==> src/rtl/dm_arbiter.sv <==
// rtl/dm_arbiter.sv - two-requester data-memory arbiter with hold limit and burst lock
module dm_arbiter #(
  parameter int DATA_W   = 16,
  parameter int ADDR_W   = 16,
  parameter int MAX_HOLD = 8
) (
  input  logic              clk,
  input  logic              rst_n,
  input  logic              com_req,
  input  logic              com_lock,
  input  logic              com_wr_en,
  input  logic [ADDR_W-1:0] com_addr,
  input  logic [DATA_W-1:0] com_wdata,
  input  logic              proc_req,
  input  logic              proc_lock,
  input  logic              proc_wr_en,
  input  logic [ADDR_W-1:0] proc_addr,
  input  logic [DATA_W-1:0] proc_wdata,
  output logic              com_ack,
  output logic              proc_ack,
  output logic              com_rvalid,
  output logic              proc_rvalid,
  output logic [1:0]        status,
  output logic [ADDR_W-1:0] DM_addr,
  output logic [DATA_W-1:0] DM_data_in,
  output logic              DM_write_en,
  input  logic [DATA_W-1:0] DM_data_out
);

  // State encoding doubles as the status code.
  typedef enum logic [1:0] {
    GNT_COM  = 2'b00,
    GNT_PROC = 2'b01,
    IDLE     = 2'b11
  } state_t;

  state_t     state, state_next;
  logic [7:0] hold_cnt;
  logic       last_proc;
  logic       hold_done;

  // The current access counts toward the limit, so the switch lands right after the last allowed ack.
  assign hold_done = ({1'b0, hold_cnt} + 9'd1) >= 9'(MAX_HOLD);
  assign status    = state;

  always_comb begin
    state_next  = state;
    com_ack     = 1'b0;
    proc_ack    = 1'b0;
    DM_addr     = '0;
    DM_data_in  = '0;
    DM_write_en = 1'b0;
    case (state)
      IDLE: begin
        if (com_req && proc_req) state_next = last_proc ? GNT_COM : GNT_PROC;
        else if (com_req)        state_next = GNT_COM;
        else if (proc_req)       state_next = GNT_PROC;
      end
      GNT_COM: begin
        if (com_req) begin
          com_ack     = 1'b1;
          DM_addr     = com_addr;
          DM_data_in  = com_wdata;
          DM_write_en = com_wr_en;
          if (!com_lock && proc_req && hold_done) state_next = GNT_PROC;
        end else begin
          state_next = proc_req ? GNT_PROC : IDLE;
        end
      end
      GNT_PROC: begin
        if (proc_req) begin
          proc_ack    = 1'b1;
          DM_addr     = proc_addr;
          DM_data_in  = proc_wdata;
          DM_write_en = proc_wr_en;
          if (!proc_lock && com_req && hold_done) state_next = GNT_COM;
        end else begin
          state_next = com_req ? GNT_COM : IDLE;
        end
      end
      default: state_next = IDLE;
    endcase
  end

  always_ff @(posedge clk) begin
    if (!rst_n) begin
      state       <= IDLE;
      hold_cnt    <= 8'd0;
      last_proc   <= 1'b1;
      com_rvalid  <= 1'b0;
      proc_rvalid <= 1'b0;
    end else begin
      state       <= state_next;
      com_rvalid  <= com_ack && !com_wr_en;
      proc_rvalid <= proc_ack && !proc_wr_en;
      if (state_next != state && state_next != IDLE) begin
        hold_cnt  <= 8'd0;
        last_proc <= (state_next == GNT_PROC);
      end else if ((com_ack || proc_ack) && hold_cnt != 8'hFF) begin
        hold_cnt <= hold_cnt + 8'd1;
      end
    end
  end

endmodule

==> config.mk <==
export PLATFORM = sky130hd
export DESIGN_NAME = dm_arbiter
export DESIGN_NICKNAME = d
export VERILOG_FILES = /design/src/rtl/dm_arbiter.sv
export SDC_FILE = /design/constraint.sdc
export NUM_CORES = 1
export LEC_CHECK = 0
export ABC_AREA = 1
export CAP_MARGIN = 40
export CORE_ASPECT_RATIO = 0.8
export CORE_MARGIN = 2
export CORE_UTILIZATION = 25
export DETAILED_ROUTE_END_ITERATION = 12
export GPL_ROUTABILITY_DRIVEN = 1
export GPL_TIMING_DRIVEN = 0
export PLACE_DENSITY = 0.75
export SYNTH_ARGS = -nofsm -noshare
export SYNTH_HDL_FRONTEND = slang
export SYNTH_SLANG_ARGS = --single-unit
==> constraint.sdc <==
create_clock -name clk -period 1.68 [get_ports clk]
set_input_delay 0.336 -clock clk [delete_from_list [all_inputs] [get_ports clk]]
set_output_delay 0.336 -clock clk [all_outputs]
set_load 0.02 [all_outputs]
### Word level (Yosys, flattened, before mapping)

Cells that the tools add are included.
Widths: inputs -> output; s select.

| operators by class | value |
|---|---|
| $add $sub $neg | 2 |
| $mul | 0 |
| divide/modulo/power cells | 0 |
| $lt $le $gt $ge | 1 |
| eq/ne operators | 6 |
| shift-type cells | 0 |
| multiplexer cells | 24 |
| bitwise logic cells | 1 |
| reductions and logical operators | 16 |

Operators by type and width:

| cell | number |
|---|---|
| $mux 16 | 4 |
| $pmux 16 s2 | 2 |
| $mux 2 | 9 |
| $add 8x1->9 const B | 1 |
| $ge 9x4->1 const B | 1 |
| $logic_and 1x1->1 | 9 |
| $add 8x1->8 const B | 1 |
| $ne 8x8->1 const B | 1 |
| $mux 1 | 7 |
| $pmux 2 s3 | 1 |
| $eq 2x1->1 const B | 2 |
| $logic_not 1->1 | 4 |
| $eq 2x2->1 const B | 1 |
| $logic_not 2->1 | 1 |
| $ne 2x2->1 | 1 |
| $ne 2x2->1 const B | 1 |
| $pmux 1 s2 | 1 |
| $reduce_or 2->1 | 1 |
| $logic_or 1x1->1 | 1 |
| $not 1->1 | 1 |

| storage, ports and cells | value |
|---|---|
| register bits after elaboration | 13 |
| bits in latches | 0 |
| bits in writable memories | 0 |
| ROM bits | 0 |
| bits of input ports | 88 |
| output and inout port bits | 39 |
| word-level logic and storage cells | 55 |
| memories | 0 |

### Depth between registers and ports, before layout

| depth | value |
|---|---|
| word-level depth | 9 |
| gate-level depth with buffers | 17 |
| mapped depth without buffers | 17 |

### Worst setup path before layout

No wires, ideal clock.

| timing | value |
|---|---|
| path kind | register to output |
| start point | register state[0] (netlist: status[0]) |
| end point | output DM_addr[0] |
| arrival time | 1.652 ns |
| data required time | 1.344 ns |
| setup slack | -0.308 ns |
| cell stages (with the launch flop) | 7 |
| path buffers | 1 |
| path through | dfxtp_1 inv_1 nor2_1 inv_2 nor2_4 buf_1 a22o_1 |

| between the ends | value |
|---|---|
| word-level cells in the longest chain between the ends | 2 |
| elaborated cells on any way between the ends | 3 |
| classes of those cells | eq/ne: 1; mux: 1; reduce/logical: 1 |

RTL lines:

| item | RTL line | RTL |
|---|---|---|
| start: declaration | 37 | `state_t state, state_next;` |
| start signal: assignment | 93 | `state <= state_next;` |
| $eq 2x1->1 or $logic_not 2->1 (tied branches) | 53 | `case (state)` |
| $pmux 16 s2 (*) | 53 |  |
| end: declaration | 24 | `output logic [ADDR_W-1:0] DM_addr,` |

Every way passes the cells marked *; elsewhere a longest branch is shown, timed or not.

### Worst setup path in the final report

| timing | value |
|---|---|
| start point | register hold_cnt[0] |
| end point | register hold_cnt[4] |

| between the ends | value |
|---|---|
| word-level cells in the longest chain between the ends | 9 |
| elaborated cells on any way between the ends | 16 |
| classes of those cells | add/sub: 2; order compare: 1; eq/ne: 3; mux: 5; reduce/logical: 5 |

RTL lines:

| item | RTL line | RTL |
|---|---|---|
| start: declaration | 38 | `logic [7:0] hold_cnt;` |
| start signal: assignment | 100 | `hold_cnt <= hold_cnt + 8'd1;` |
| $add 8x1->9 | 43 | `assign hold_done = ({1'b0, hold_cnt} + 9'd1) >= 9'(MAX_HOLD);` |
| $ge 9x4->1 | 43 |  |
| $logic_and 1x1->1 (on tied branches) | 76, 65 |  |
| $mux 2 (on tied branches) | 76, 65 |  |
| $mux 2 (on tied branches) | 71, 60 |  |
| $pmux 2 s3 | 53 |  |
| $ne 2x2->1 | 96 | `if (state_next != state && state_next != IDLE) begin` |
| $logic_and 1x1->1 | 96 |  |
| $reduce_or 2->1 (no source line) | n/a |  |

Parallel ways exist; a longest one is shown, timed or not.
A chain may end at the register's enable or synchronous reset.

==> results.md <==
* Post-placement cell area at 2370 µm²
* DRC Markers at 0
* Hpwl dp at 3560 µm
* Syn Area/Cell at 6.94 µm²
* Vias/cell at 4.56
* FP Rows at 22
* Initial antenna violation count at 0
* CP Launch Type: register
* Antenna Nets Post-Route at 0
* Nets at 386
* Fmax achieved at 551 MHz
* Cts bufs inserted at 3
* Failing checks: negative setup slack
* Synth Instances at 166
* Fin Hold WS at 0.453 ns
* Post-Syn Area at 1150 µm²
* Cell mode on critical path: nand2_2
* Final hold violation count at 0
* GR Overflow Total at 0
* Yosys warnings at 0
* Pre-CTS setup slack at -0.848 ns
* Ant. Diodes at 0
* Layout cells sized above 1 at 36.6%
* Synth Area in Adders at 2.17%
* Syn nets at 256
* Worst Hold Class: register to register
* PnR worst setup slack at -0.135 ns
* Number of global-route vias before repair at 1483
* Core ar. at 4510 µm²
* Port bufs at 110
* Clk Latency, worst-skew pair at 0.24 ns
* Commonest non-fill, non-tap cell in the layout: clkdlybuf4s50_1
* Root Buffer: clkbuf_8
* Register area share after synthesis at 22.6%
* Buf+Inv Stages, Crit Path at 0
* Arrival @ worst endpoint at 1.95 ns
* Synth unique cells at 26
* Seq cells post-synth at 13
* Crit path launch: hold_cnt[0]
* Reg-to-Reg Start: hold_cnt[0]
* GRT Util Overall at 17.3%
* Drt pass-1 iters at 4
* Via Count at 1620
* CTS tree: yes
* Crit Path Category: register to register
* Maximum VDD drop at 354 µV
* Die outline width at 79.9 µm
* RSZ-0062 raised after global routing: true
* Initial core utilization at 25.5%
* Die area at 5170 µm²
* Post-route cell area at 2730 µm²
* Status: finished with violations
* Family with the most delay on the worst path: simple AND/OR/NAND/NOR gates
* Wire length of the first global-routing pass at 7200 µm
* Hold_sp: last_proc
* Fill cell count at 396
* Actual slew at the worst max-slew pin at 0.347 ns
* Total Wirelength at 4900 µm
* Required time of the critical path at 1.81 ns
* Final worst path period share at 108%
* Max H-tree Level at 1
* Placer Congestion at 0.790
* Tmin final at 1.82 ns
* Fin. max-slew vios at 0
* Crit end category: register
* Iter 0 DRT Violations at 43
* Area Overhead vs Synth at 137%
* CP cell instances: ha_4, nand2_4, o21ai_4, nand3_2, nor2_2, nand2_1, nand2_2, nand2_2, a21oi_4, nand3_1, nand2_1, nand2_2, nand2_4, nor2_2
* Slowest stage delay, CP at 0.37 ns
* Routed len/inst at 13.8 µm
* Clk pin slew, worst setup/hold paths at 0.05 ns
* Setup TNS at -3.95 ns
* Layout Skew at 0.00218 ns
* Max-cap viol count at 0
* Synth Area in Simple Gates at 32.5%
* Clk sinks at 13
* Leak at 1.19 nW
* Max Root-Sink Buffers at 2
* Slew headroom at 76.7%
* Total power at 1.44 mW
* I/O Pins at 127
* Multiplexer share of the synthesized area at 0.869%
* Largest net degree at the start of global routing at 11
* Main combinational cell family by area after synthesis: simple AND/OR/NAND/NOR gates
* Synth Area in Compound Gates at 31.6%
* Die Height at 64.7 µm
* Slowest cell on the critical path: dfxtp_4
* Critical path peak fanout at 8
* PwrDens at 527 nW/µm²
* Final setup viols at 42
* Xor/xnor share of the synthesized area at 1.52%
* Most frequent cells in the layout: 72 x clkdlybuf4s50_1, 36 x buf_6, 33 x a22o_1
-- path summary, 6_finish.rpt --
kind	end	slack, ns	cells past startpoint
worst max-delay path	hold_cnt[4]	-0.14	14
worst min-delay path	last_proc	0.45	2
worst max register to register	hold_cnt[4]	-0.14	14
worst min register to register	last_proc	0.45	2
-- worst register-to-register path, stage by stage, from the launching register on --
cell and delay, ns:
dfxtp_4 0.37, ha_4 0.15, nand2_4 0.07, o21ai_4 0.17, nand3_2 0.08, nor2_2 0.08
nand2_1 0.08, nand2_2 0.06, nand2_2 0.05, a21oi_4 0.14, nand3_1 0.09, nand2_1 0.08
nand2_2 0.08, nand2_4 0.15, nor2_2 0.06
-- routing by layer --
metal  global-route usage (%)  wire (µm)
met5                        0          0
met2                     29.6       2510
met1                     22.8       2080
met4                     3.18         23
met3                     3.34        289
-- flip-flops by register name, indices dropped and copies added, names as in the netlist --
| name | count |
|---|---|
| hold_cnt | 8 |
| status | 2 |
| proc_rvalid | 1 |
| last_proc | 1 |
| com_rvalid | 1 |
-- cell type report --
| cell class | count | area [µm²] | area share [%] |
|---|---|---|---|
| repair buffers | 125 | 1290 | 47.4 |
| multi-input cells | 126 | 860 | 31.5 |
| flip-flops and latches | 13 | 287 | 10.5 |
| inverters | 21 | 86.3 | 3.16 |
| plain buffers | 6 | 83.8 | 3.07 |
| well taps | 60 | 75.1 | 2.75 |
| clock buffers | 4 | 45.0 | 1.65 |
-- synth_stat cells --
library cell / count / share of area (%)
a21oi_1: 4 / 1.7
a21oi_4: 1 / 1.4
a22o_1: 33 / 25
buf_1: 2 / 0.65
clkbuf_1: 4 / 1.3
clkinv_1: 1 / 0.33
dfxtp_1: 13 / 23
ha_1: 2 / 2.2
inv_1: 17 / 5.5
inv_2: 3 / 0.98
mux2i_1: 1 / 0.87
nand2_1: 28 / 9.1
nand2_2: 7 / 3.8
nand2_4: 1 / 0.98
nand3_1: 9 / 3.9
nand4_1: 2 / 1.1
nor2_1: 13 / 4.2
nor2_2: 13 / 7.1
nor2_4: 1 / 0.98
nor3_1: 3 / 1.3
o211ai_1: 1 / 0.65
o21ai_0: 3 / 1.3
o21ai_1: 1 / 0.43
o21bai_2: 1 / 0.98
xnor2_1: 1 / 0.76
xor2_1: 1 / 0.76
-- metrics by stage --
stage / cells / utilization (%)
after CTS: 354 / 57.9
after global placement: 336 / 52.5
after global routing: 355 / 60.4
after detailed placement: 336 / 52.5
final: 355 / 60.4
after floorplan: 166 / -
-- what timing repair did --
action                     CTS  global route
pin swaps                   14            13
setup buffers               11             1
hold buffers                 0             0
gates cloned                 3             0
setup endpoints to repair   44            46
resized for setup          230            32
-- where the power goes --
| group | total, mW | internal [mW] | switching (mW) |
|---|---|---|---|
| clock | 0.274 | 0.167 | 0.107 |
| combinational | 0.812 | 0.452 | 0.360 |
| sequential | 0.351 | 0.325 | 0.0261 |
-- logic make-up after synthesis --
kind of cell	count (synthesis)
xor gates and xnor gates	2
AOI/OAI and AO/OA	44
muxes	1
buffers and inverters	27
and+or+nand+nor	77
adders and majority gates	2
DFF	13
Power figures use the tool's default switching activity.
